==> config.mk <==
export PLATFORM = sky130hd
export DESIGN_NAME = counter_seq_ctrl
export DESIGN_NICKNAME = d
export VERILOG_FILES = /design/src/rtl/counter_seq_ctrl.sv
export SDC_FILE = /design/constraint.sdc
export NUM_CORES = 1
export LEC_CHECK = 0
export CAP_MARGIN = 20
export CORE_MARGIN = 3
export CORE_UTILIZATION = 23
export DETAILED_ROUTE_END_ITERATION = 8
export PLACE_DENSITY = 0.52
export SLEW_MARGIN = 30
export SYNTH_ARGS = -nofsm -noshare
export SYNTH_HDL_FRONTEND = slang
export SYNTH_SLANG_ARGS = --single-unit
==> constraint.sdc <==
create_clock -name CLK -period 4.6 [get_ports CLK]
set_input_delay 0.92 -clock CLK [delete_from_list [all_inputs] [get_ports CLK]]
set_output_delay 0.92 -clock CLK [all_outputs]
set_load 0.005 [all_outputs]
==> src/rtl/counter_seq_ctrl.sv <==
// Sequencing controller for a 16-bit enable/clear counter: prescaled enable,
// clears at start/terminal/CLEAR, terminal compare with one-shot or auto-reload.
module counter_seq_ctrl #(
  parameter int PRESCALE = 4
) (
  input  logic        CLK,
  input  logic        RES,
  input  logic        START,
  input  logic        STOP,
  input  logic        CLEAR,
  input  logic        MODE,
  input  logic [15:0] TERM,
  input  logic [15:0] CNT_VAL,
  output logic        CNT_EN,
  output logic        CNT_RESN,
  output logic        DONE,
  output logic        BUSY,
  output logic [1:0]  STATE,
  output logic [7:0]  WRAPS
);

  typedef enum logic [1:0] {
    IDLE  = 2'd0,
    RUN   = 2'd1,
    PAUSE = 2'd2,
    FIN   = 2'd3
  } seqState_t;

  localparam logic [15:0] PRE_LAST = 16'(PRESCALE - 1);

  seqState_t   state_r;
  logic [15:0] pre_r;
  logic [15:0] termQ_r;
  logic        modeQ_r;
  logic        done_r;
  logic [7:0]  wraps_r;

  logic        startCmd_s;
  logic        tick_s;
  logic        terminal_s;

  // Command arbitration and tick/terminal detection; a STOP cycle never ticks
  always_comb begin
    startCmd_s = START && !STOP && !CLEAR;
    tick_s     = (state_r == RUN) && !CLEAR && !STOP && (pre_r == PRE_LAST);
    terminal_s = tick_s && (CNT_VAL == termQ_r);
  end

  // Counter enable/clear decode; clear always wins and forces the enable low
  always_comb begin
    CNT_EN   = 1'b0;
    CNT_RESN = 1'b1;
    if (CLEAR) begin
      CNT_RESN = 1'b0;
    end else begin
      case (state_r)
        IDLE: begin
          CNT_RESN = 1'b0;
        end
        RUN: begin
          if (terminal_s) begin
            CNT_RESN = !modeQ_r;
          end else begin
            CNT_EN = tick_s;
          end
        end
        PAUSE: begin
          CNT_RESN = 1'b1;
        end
        FIN: begin
          // A restart from FIN clears the counter in the START cycle itself
          CNT_RESN = !startCmd_s;
        end
        default: begin
          CNT_RESN = 1'b0;
        end
      endcase
    end
  end

  // Sequencer state, prescaler, latched terminal/mode, DONE pulse and wrap count
  always_ff @(posedge CLK or posedge RES) begin
    if (RES) begin
      state_r <= IDLE;
      pre_r   <= 16'd0;
      termQ_r <= 16'd0;
      modeQ_r <= 1'b0;
      done_r  <= 1'b0;
      wraps_r <= 8'd0;
    end else if (CLEAR) begin
      state_r <= IDLE;
      pre_r   <= 16'd0;
      done_r  <= 1'b0;
      wraps_r <= 8'd0;
    end else begin
      case (state_r)
        IDLE, FIN: begin
          done_r <= 1'b0;
          if (startCmd_s) begin
            state_r <= RUN;
            termQ_r <= TERM;
            modeQ_r <= MODE;
            pre_r   <= 16'd0;
            wraps_r <= 8'd0;
          end
        end
        RUN: begin
          if (STOP) begin
            state_r <= PAUSE;
            done_r  <= 1'b0;
          end else begin
            pre_r  <= (pre_r == PRE_LAST) ? 16'd0 : pre_r + 16'd1;
            done_r <= terminal_s;
            if (terminal_s) begin
              if (modeQ_r) begin
                wraps_r <= (wraps_r == 8'hFF) ? 8'hFF : wraps_r + 8'd1;
              end else begin
                state_r <= FIN;
              end
            end
          end
        end
        PAUSE: begin
          done_r <= 1'b0;
          if (startCmd_s) begin
            state_r <= RUN;
          end
        end
        default: begin
          state_r <= IDLE;
          pre_r   <= 16'd0;
          done_r  <= 1'b0;
        end
      endcase
    end
  end

  assign DONE  = done_r;
  assign WRAPS = wraps_r;
  assign STATE = state_r;
  assign BUSY  = (state_r == RUN) || (state_r == PAUSE);

endmodule

==> Word level (Yosys, flattened, before mapping) <==
Index checks and enable logic that the tools add are counted.
W data, S select, Z words.
{ "word_totals": {"out_inout_bits": 14, "ff_bits": 44} }
{ "classes": {"eq_ne": 13, "muxes": 27, "n_addsub": 2, "reduce_logical": 19, "bitwise": 1} }
{ "ops": {"columns": ["cell", "n"], "rows": [
  ["$mux W16", 4],
  ["$mux W8", 6],
  ["$pmux W16 S2", 1],
  ["$add A16 B1 Y16 const B", 1],
  ["$eq A16 B16 Y1", 1],
  ["$eq A16 B2 Y1 const B", 1],
  ["$pmux W8 S2", 1],
  ["$ne A3 B3 Y1 const B", 4],
  ["$mux W2", 5],
  ["$reduce_and A3 Y1", 3],
  ["$add A8 B1 Y8 const B", 1],
  ["$eq A8 B8 Y1 const B", 1],
  ["$ne A4 B4 Y1 const B", 2],
  ["$mux W1", 7],
  ["$logic_and A1 B1 Y1", 6],
  ["$reduce_and A5 Y1", 1],
  ["$eq A2 B2 Y1 const B", 2],
  ["$logic_not A1 Y1", 4],
  ["$pmux W1 S4", 1],
  ["$pmux W2 S2", 1],
  ["$ne A3 B1 Y1 const B", 1],
  ["$reduce_bool A3 Y1", 1],
  ["$reduce_or A3 Y1", 1],
  ["$eq A2 B1 Y1 const B", 1],
  ["other kinds (5)", 5]
]} }

==> Depth between registers and ports, before layout <==
Gate-level depths: netlist (run 1).
{ "depth": {"ltp_word": 9, "mapped_depth": 9, "depth_no_buf": 7} }

==> Worst setup path before layout (run 1) <==
No wires, ideal clock.
{ "synth_path": {"path_type": "in2out", "start": "in CNT_VAL[10]", "end": "out CNT_RESN", "required_time_ns": 3.680, "arrival_ns": 1.999, "slack_ns": 1.681, "cell_stages": 6, "cell_sequence": "xor2_1 > nor4_1 > nand4_1 > buf_2 > o21ai_1 > a211oi_1"} }
{ "synth_between": {"elab_chain_len": 5} }
{ "synth_lines": {"columns": ["element", "line_no", "source"], "rows": [
  ["start: declaration", "13", "input logic [15:0] CNT_VAL,"],
  ["$eq A16 B16 Y1", "46", "terminal_s = tick_s && (CNT_VAL == termQ_r);"],
  ["$logic_and A1 B1 Y1", "46", null],
  ["$mux W1", "61", "if (terminal_s) begin"],
  ["$pmux W1 S4", "56", "case (state_r)"],
  ["$mux W1", "53", "if (CLEAR) begin"],
  ["end: declaration", "15", "output logic CNT_RESN,"]
]} }
Every way passes these cells.

==> Final worst setup path (run 1) <==
{ "layout_path": {"start": "in CNT_VAL[7]", "end": "out CNT_RESN"} }
The elaborated chain is that of the path after synthesis.

==> results of run 1 <==
==> stage by stage <==
step                      util, %  setup slack [ps]  power (uW)
after CTS                   31.66             651.5        1107
after global routing        31.66             524.3        1162
after detailed placement    30.61             671.1       800.1
after floorplan                 -              1681       697.2
after global placement      30.61             622.4       796.5
final                       31.66             718.2        1090
==> critical path, cell delays in order <==
cell	delay (ps)
clkdlybuf4s50_1	410
xor2_1	150
nor4_1	460
nand4_1	240
o21ai_1	220
a211oi_1	100
clkdlybuf4s50_1	450
==> final cells by class <==
cell class	count	area, sq um
Tap cell	136	170.2
Multi-Input combinational cell	189	1378
Clock inverter	3	42.54
Fill cell	1106	7213
Clock buffer	5	68.82
Timing Repair Buffer	57	555.5
Sequential cell	44	1101
Inverter	7	26.28
==> cell families after synthesis <==
| family | count (synthesis) | synth area share (%) |
|---|---|---|
| mux | 19 | 8.280 |
| compound gates | 38 | 10.29 |
| simple gates | 100 | 23.37 |
| xor+xnor | 25 | 8.574 |
| fa+ha+maj | 7 | 3.430 |
| buf+inv | 16 | 2.940 |
| flops | 44 | 43.12 |
==> worst min-delay path by stage <==
stage                      from           to  slack [ps]  depth (start not counted)
CTS                 termQ_r[14]  termQ_r[14]         520                          1
global route           pre_r[1]     pre_r[1]         550                          2
finish              termQ_r[14]  termQ_r[14]         510                          1
detailed placement  termQ_r[14]  termQ_r[14]         500                          1
global placement       pre_r[1]     pre_r[1]         480                          2
floorplan              pre_r[1]     pre_r[1]         470                          2
==> sequential cells by signal (all words and copies together), names as in the netlist <==
name     cells
WRAPS        8
DONE         1
pre_r       16
termQ_r     16
modeQ_r      1
STATE        2
==> placed cells by master, fill, tap and decap left out, types with 7 or more instances in the layout <==
cell / count
clkdlybuf4s50_1: 51
dfrtp_1: 44
ha_1: 7
mux2_2: 14
nand2_1: 17
nand3_1: 13
nand4_1: 11
nor2_1: 19
nor3_1: 8
nor4_1: 7
o21ai_0: 11
xor2_1: 24
==> power by group through the flow <==
| stage | clock network, uW | registers, uW | logic (uW) |
|---|---|---|---|
| after global placement | 0 | 521 | 276 |
| after detailed placement | 0 | 521 | 279 |
| after global routing | 330 | 524 | 308 |
| final | 302 | 513 | 275 |
| after floorplan | 0 | 508 | 189 |
| after CTS | 313 | 514 | 280 |
==> metal layers <==
metal  global-route usage, %  share of wire [%]  vias to the layer above
li1                        -                  -                     1035
met1                   15.02                 47                     1045
met2                   17.09                 47                       36
met3                   2.609                3.9                        6
met4                   3.406                1.4                        0
met5                       0                  0                        -
==> impl_metrics.csv, run 1 <==
group,metric,value,unit
drt,wl_per_cell,15.03,um
drt,ant_nets,0,
worst_setup_path,path_class,"primary input to output pin",
finish,final_nets,349,
pwr,p_int,773.8,uW
sta,fin_setup_tns,0,ps
drt,drt-pass1-iter-count,4,
grt,grt_pass1_vias,2097,
finish,final_area,3342,sq um
finish,final_cells,441,
synthesis,synthCells,249,
synthesis,synth_nets,294,
floorplan,die_h,111.4,um
sta,holdWs,510.5,ps
worst_setup_path,crit_path_end,"CNT_RESN",
pwr,pwr-share-clk,27.7,%
worst_setup_path,critPathMaxFanout,2,
pwr,power_per_cell_area,326.2,nW/um^2
pwr,vdd_drop_max,104.2,uV
worst_setup_path,timing.rr.start,"STATE[0]",
synthesis,synth-edff-count,0,
sta,rsz0062_at_grt,"no",
sta,hold_violations,0,
grt,track_usage,10.94,%
finish,area_growth,30.87,%
grt,grt_first_pass_wirelength,11010,um
cts,hold_buffers,0,
cts,tritoncts,"done",
worst_setup_path,cp.arrival,2960,ps
worst_setup_path,setup.worst_path.start,"CNT_VAL[7]",
placement,numPortBuffers,51,
floorplan,initial_core_util,24.19,%
sta,fmax,257.6,MHz
floorplan,pin_count,52,
sta,tightest_slew,659.0,ps
synthesis,synth_area_per_cell,10.26,sq um
worst_setup_path,cp-start-kind,"primary input",
worst_setup_path,cp.required,3680,ps
drt,drc,0,
sta,drv_slew,0,
floorplan,die-area,12400,sq um
worst_setup_path,cp-end-kind,"output pin",
grt,grt-ovfl-total,0,
sta,period_needed,3882,ps
cts,htreeDepth,2,
worst_setup_path,r2r-end,"pre_r[3]",
pwr,leakagePower,0.001296,uW
synthesis,synthesis.area,2554,sq um
cts,cts.root.buffer_cell,"clkbuf_8",
synthesis,synth_top_area_share,43.12,%
synthesis,yosys.cell_count.top_type,"dfrtp_1",
finish,drive_gt1_share,11.80,%
cts,cts_buffer_depth,2,
placement,hpwl,4964,um
sta,finalCritPeriodShare,84.39,%
placement,place.gp.congestion,0.7712,
floorplan,row_count,37,
sta,max-slew-margin-rel,55.73,%
cts,clock-sinks,44,
synthesis,ys_seq_area_share,43.12,%
finish,antenna_cells,0,
pwr,pwr-share-seq,47.0,%
synthesis,ys_types,45,
floorplan,core_area,10560,sq um
drt,drt_wl_total,6630,um
worst_setup_path,r2r_cells,7,
outcome,status,"finished clean",
cts,clk_pin_slew,80,ps
synthesis,ys_top_cells_by_count,"dfrtp_1, xor2_1, nor2_1, nand2_1, mux2_2",
sta,setup_viol,0,
drt,drt_iter0_markers,227,
cts,cts_setup_buffers,0,
synthesis,async_flop_share,100.0,%
pwr,power.switching,316.4,uW
cts,post_cts_resized,0,
drt,vias,2122,
worst_setup_path,rrSetupSlack,1960,ps
placement,placed_area,3231,sq um
cts,worstSkewPairLatency,300,ps
synthesis,yosysTopAreaCell,"dfrtp_1",
placement,dp_cells,433,
sta,fin_skew,12.18,ps
pwr,comb_power_share,25.3,%
synthesis,ys_warn_count,0,
grt,antenna_found_initial,0,
drt,vias_per_cell,4.812,
worst_hold_path,hold_path.class,"register to register",
cts,numCtsBuffers,5,
synthesis,synth-seq-cells,44,
grt,grt_max_degree,45,
synthesis,synth_flop_cell,"dfrtp_1",
run,cap_violations,0,
pwr,sw_frac_of_total,29.02,%
floorplan,die_x,111.4,um
synthesis,synth_area_leaders,"dfrtp_1, xor2_1, mux2_2",
No activity file was read; power rests on OpenSTA's default activity.
==> run 2: changes to the inputs <==
==> constraint.sdc (replaced) <==
create_clock -name CLK -period 3.6 [get_ports CLK]
set_input_delay 0.72 -clock CLK [delete_from_list [all_inputs] [get_ports CLK]]
set_output_delay 0.72 -clock CLK [all_outputs]
set_load 0.005 [all_outputs]
==> run 2 against run 1 <==
Compared with the run above:
- final area grew 0.79%
- routed wire length shrank 2.1%
- sequential power grew 28%
- final cell count grew 1.1%
- clock skew shrank 4.1 ps
- clock power grew 11%
- critical path depth is the same
- critical path type unchanged
- largest cell class unchanged
==> impl_metrics.csv, run 2 (synthesis results as in run 1) <==
group,metric,value,unit
run,cap_violations,0,
sta,fmax,292.5,MHz
floorplan,row_count,37,
sta,fin_setup_tns,0,ps
cts,clk_pin_slew,80,ps
worst_setup_path,setup.worst_path.start,"CNT_VAL[7]",
grt,track_usage,10.87,%
floorplan,die-area,12400,sq um
worst_setup_path,rrSetupSlack,1340,ps
finish,final_nets,354,
pwr,vdd_drop_max,164.1,uV
worst_setup_path,path_class,"primary input to output pin",
worst_setup_path,r2r_cells,7,
finish,drive_gt1_share,13.23,%
worst_setup_path,r2r-end,"pre_r[7]",
placement,dp_slack,90.75,ps
placement,hpwl,4947,um
drt,vias,2111,
drt,drt_iter0_markers,141,
grt,grt-ovfl-total,0,
floorplan,die_h,111.4,um
grt,antenna_found_initial,0,
floorplan,initial_core_util,24.19,%
sta,tightest_slew,817.7,ps
grt,grt_pass1_vias,2106,
pwr,power_per_cell_area,404.5,nW/um^2
sta,worst_slack,181.2,ps
drt,drt-pass1-iter-count,4,
finish,layout_common_cells,"clkdlybuf4s50_1, dfrtp_1, xor2_1, nor2_1, nand2_1",
sta,hold_violations,0,
cts,numCtsBuffers,5,
grt,grt_first_pass_wirelength,11060,um
worst_setup_path,cp-end-kind,"output pin",
drt,drt_wl_total,6490,um
placement,place.gp.congestion,0.7787,
drt,drc,0,
finish,area_growth,31.90,%
worst_setup_path,cp.required,2880,ps
cts,clock-sinks,44,
sta,drv_slew,0,
cts,tritoncts,"done",
drt,wl_per_cell,14.55,um
sta,finalCritPeriodShare,94.97,%
cts,worstSkewPairLatency,300,ps
finish,antenna_cells,0,
worst_setup_path,cp.arrival,2700,ps
grt,grt_max_degree,24,
cts,htreeDepth,2,
floorplan,die_x,111.4,um
cts,hold_buffers,0,
pwr,leakagePower,0.001312,uW
outcome,status,"finished clean",
sta,period_needed,3419,ps
floorplan,core_area,10560,sq um
sta,setup_viol,0,
sta,rsz0062_at_grt,"no",
worst_hold_path,hold_path.class,"register to register",
placement,numPortBuffers,51,
sta,max-slew-margin-rel,45.15,%
worst_setup_path,timing.rr.start,"STATE[0]",
sta,fin_skew,8.067,ps
drt,vias_per_cell,4.733,
finish,layout.cells.most_common,"clkdlybuf4s50_1",
drt,ant_nets,0,
cts,cts_buffer_depth,2,
floorplan,pin_count,52,
cts,cts.root.buffer_cell,"clkbuf_8",
worst_setup_path,critPathMaxFanout,2,
worst_setup_path,crit_path_end,"CNT_RESN",
finish,fillers,1121,
worst_setup_path,cp-start-kind,"primary input",
## run 2: changes by cell type in the layout (fill, tap and decap cells not counted), sizes merged
cell / change
clkinv: -1
buf: +5
clkbuf: +2
bufinv: -1
## run 2: worst min path at each step
stage,cells past startpoint,endpoint,from,slack (ps)
2_1_floorplan,2,pre_r[1],pre_r[1],470
3_3_place_gp,2,pre_r[1],pre_r[1],480
3_5_place_dp,1,termQ_r[14],termQ_r[14],500
4_1_cts,2,pre_r[1],pre_r[1],520
5_1_grt,1,termQ_r[14],termQ_r[14],540
6_report,2,pre_r[1],pre_r[1],520
## run 2: through the flow
step | cells | hold slack (ps) | utilization [%] | total power, uW | instance area [sq um]
global route | 446 | 540.2 | 31.91 | 1455 | 3368
CTS | 446 | 515.4 | 31.85 | 1369 | 3362
global placement | 438 | 484.3 | 30.96 | 1031 | 3268
floorplan | 249 | 465.7 | - | 890.8 | 2554
finish | 446 | 515.5 | 31.91 | 1362 | 3368
detailed placement | 438 | 496.5 | 30.96 | 1034 | 3268
## run 2: routing by layer
metal / vias up / routed length (um) / track usage [%]
met3: 6 / 271 / 1.848
met1: 1014 / 3164 / 15.84
met2: 53 / 2962 / 16.45
met4: 0 / 91 / 3.406
li1: 1038 / - / -
met5: - / 0 / 0
## run 2: repair_timing
| item | CTS | global route |
|---|---|---|
| setup endpoints to repair | 0 | 1 |
| resized for setup | 0 | 1 |
| buffers inserted | 0 | 0 |
## run 2: power breakdown
group | internal, uW | switching (uW)
Combinational | 203 | 166
Sequential | 587 | 70.5
Clock | 156 | 180
Total | 946 | 416
## run 2: worst max-delay path, cell delays in order
cell             delay (ps)
clkdlybuf4s50_1         410
xor2_1                  150
nor4_2                  390
nand4_1                 220
o21ai_1                 250
a211oi_1                110
clkdlybuf4s50_1         450
## run 2: area by class of cell
class	instances	area, sq um	area share (%)
multi-input combinational	189	1384	41.08
sequential	44	1101	32.69
timing repair buffer	62	593.1	17.61
tap	136	170.2	5.052
clock buffer	7	86.33	2.563
inverter	7	26.28	0.7801
clock inverter	1	7.507	0.2229
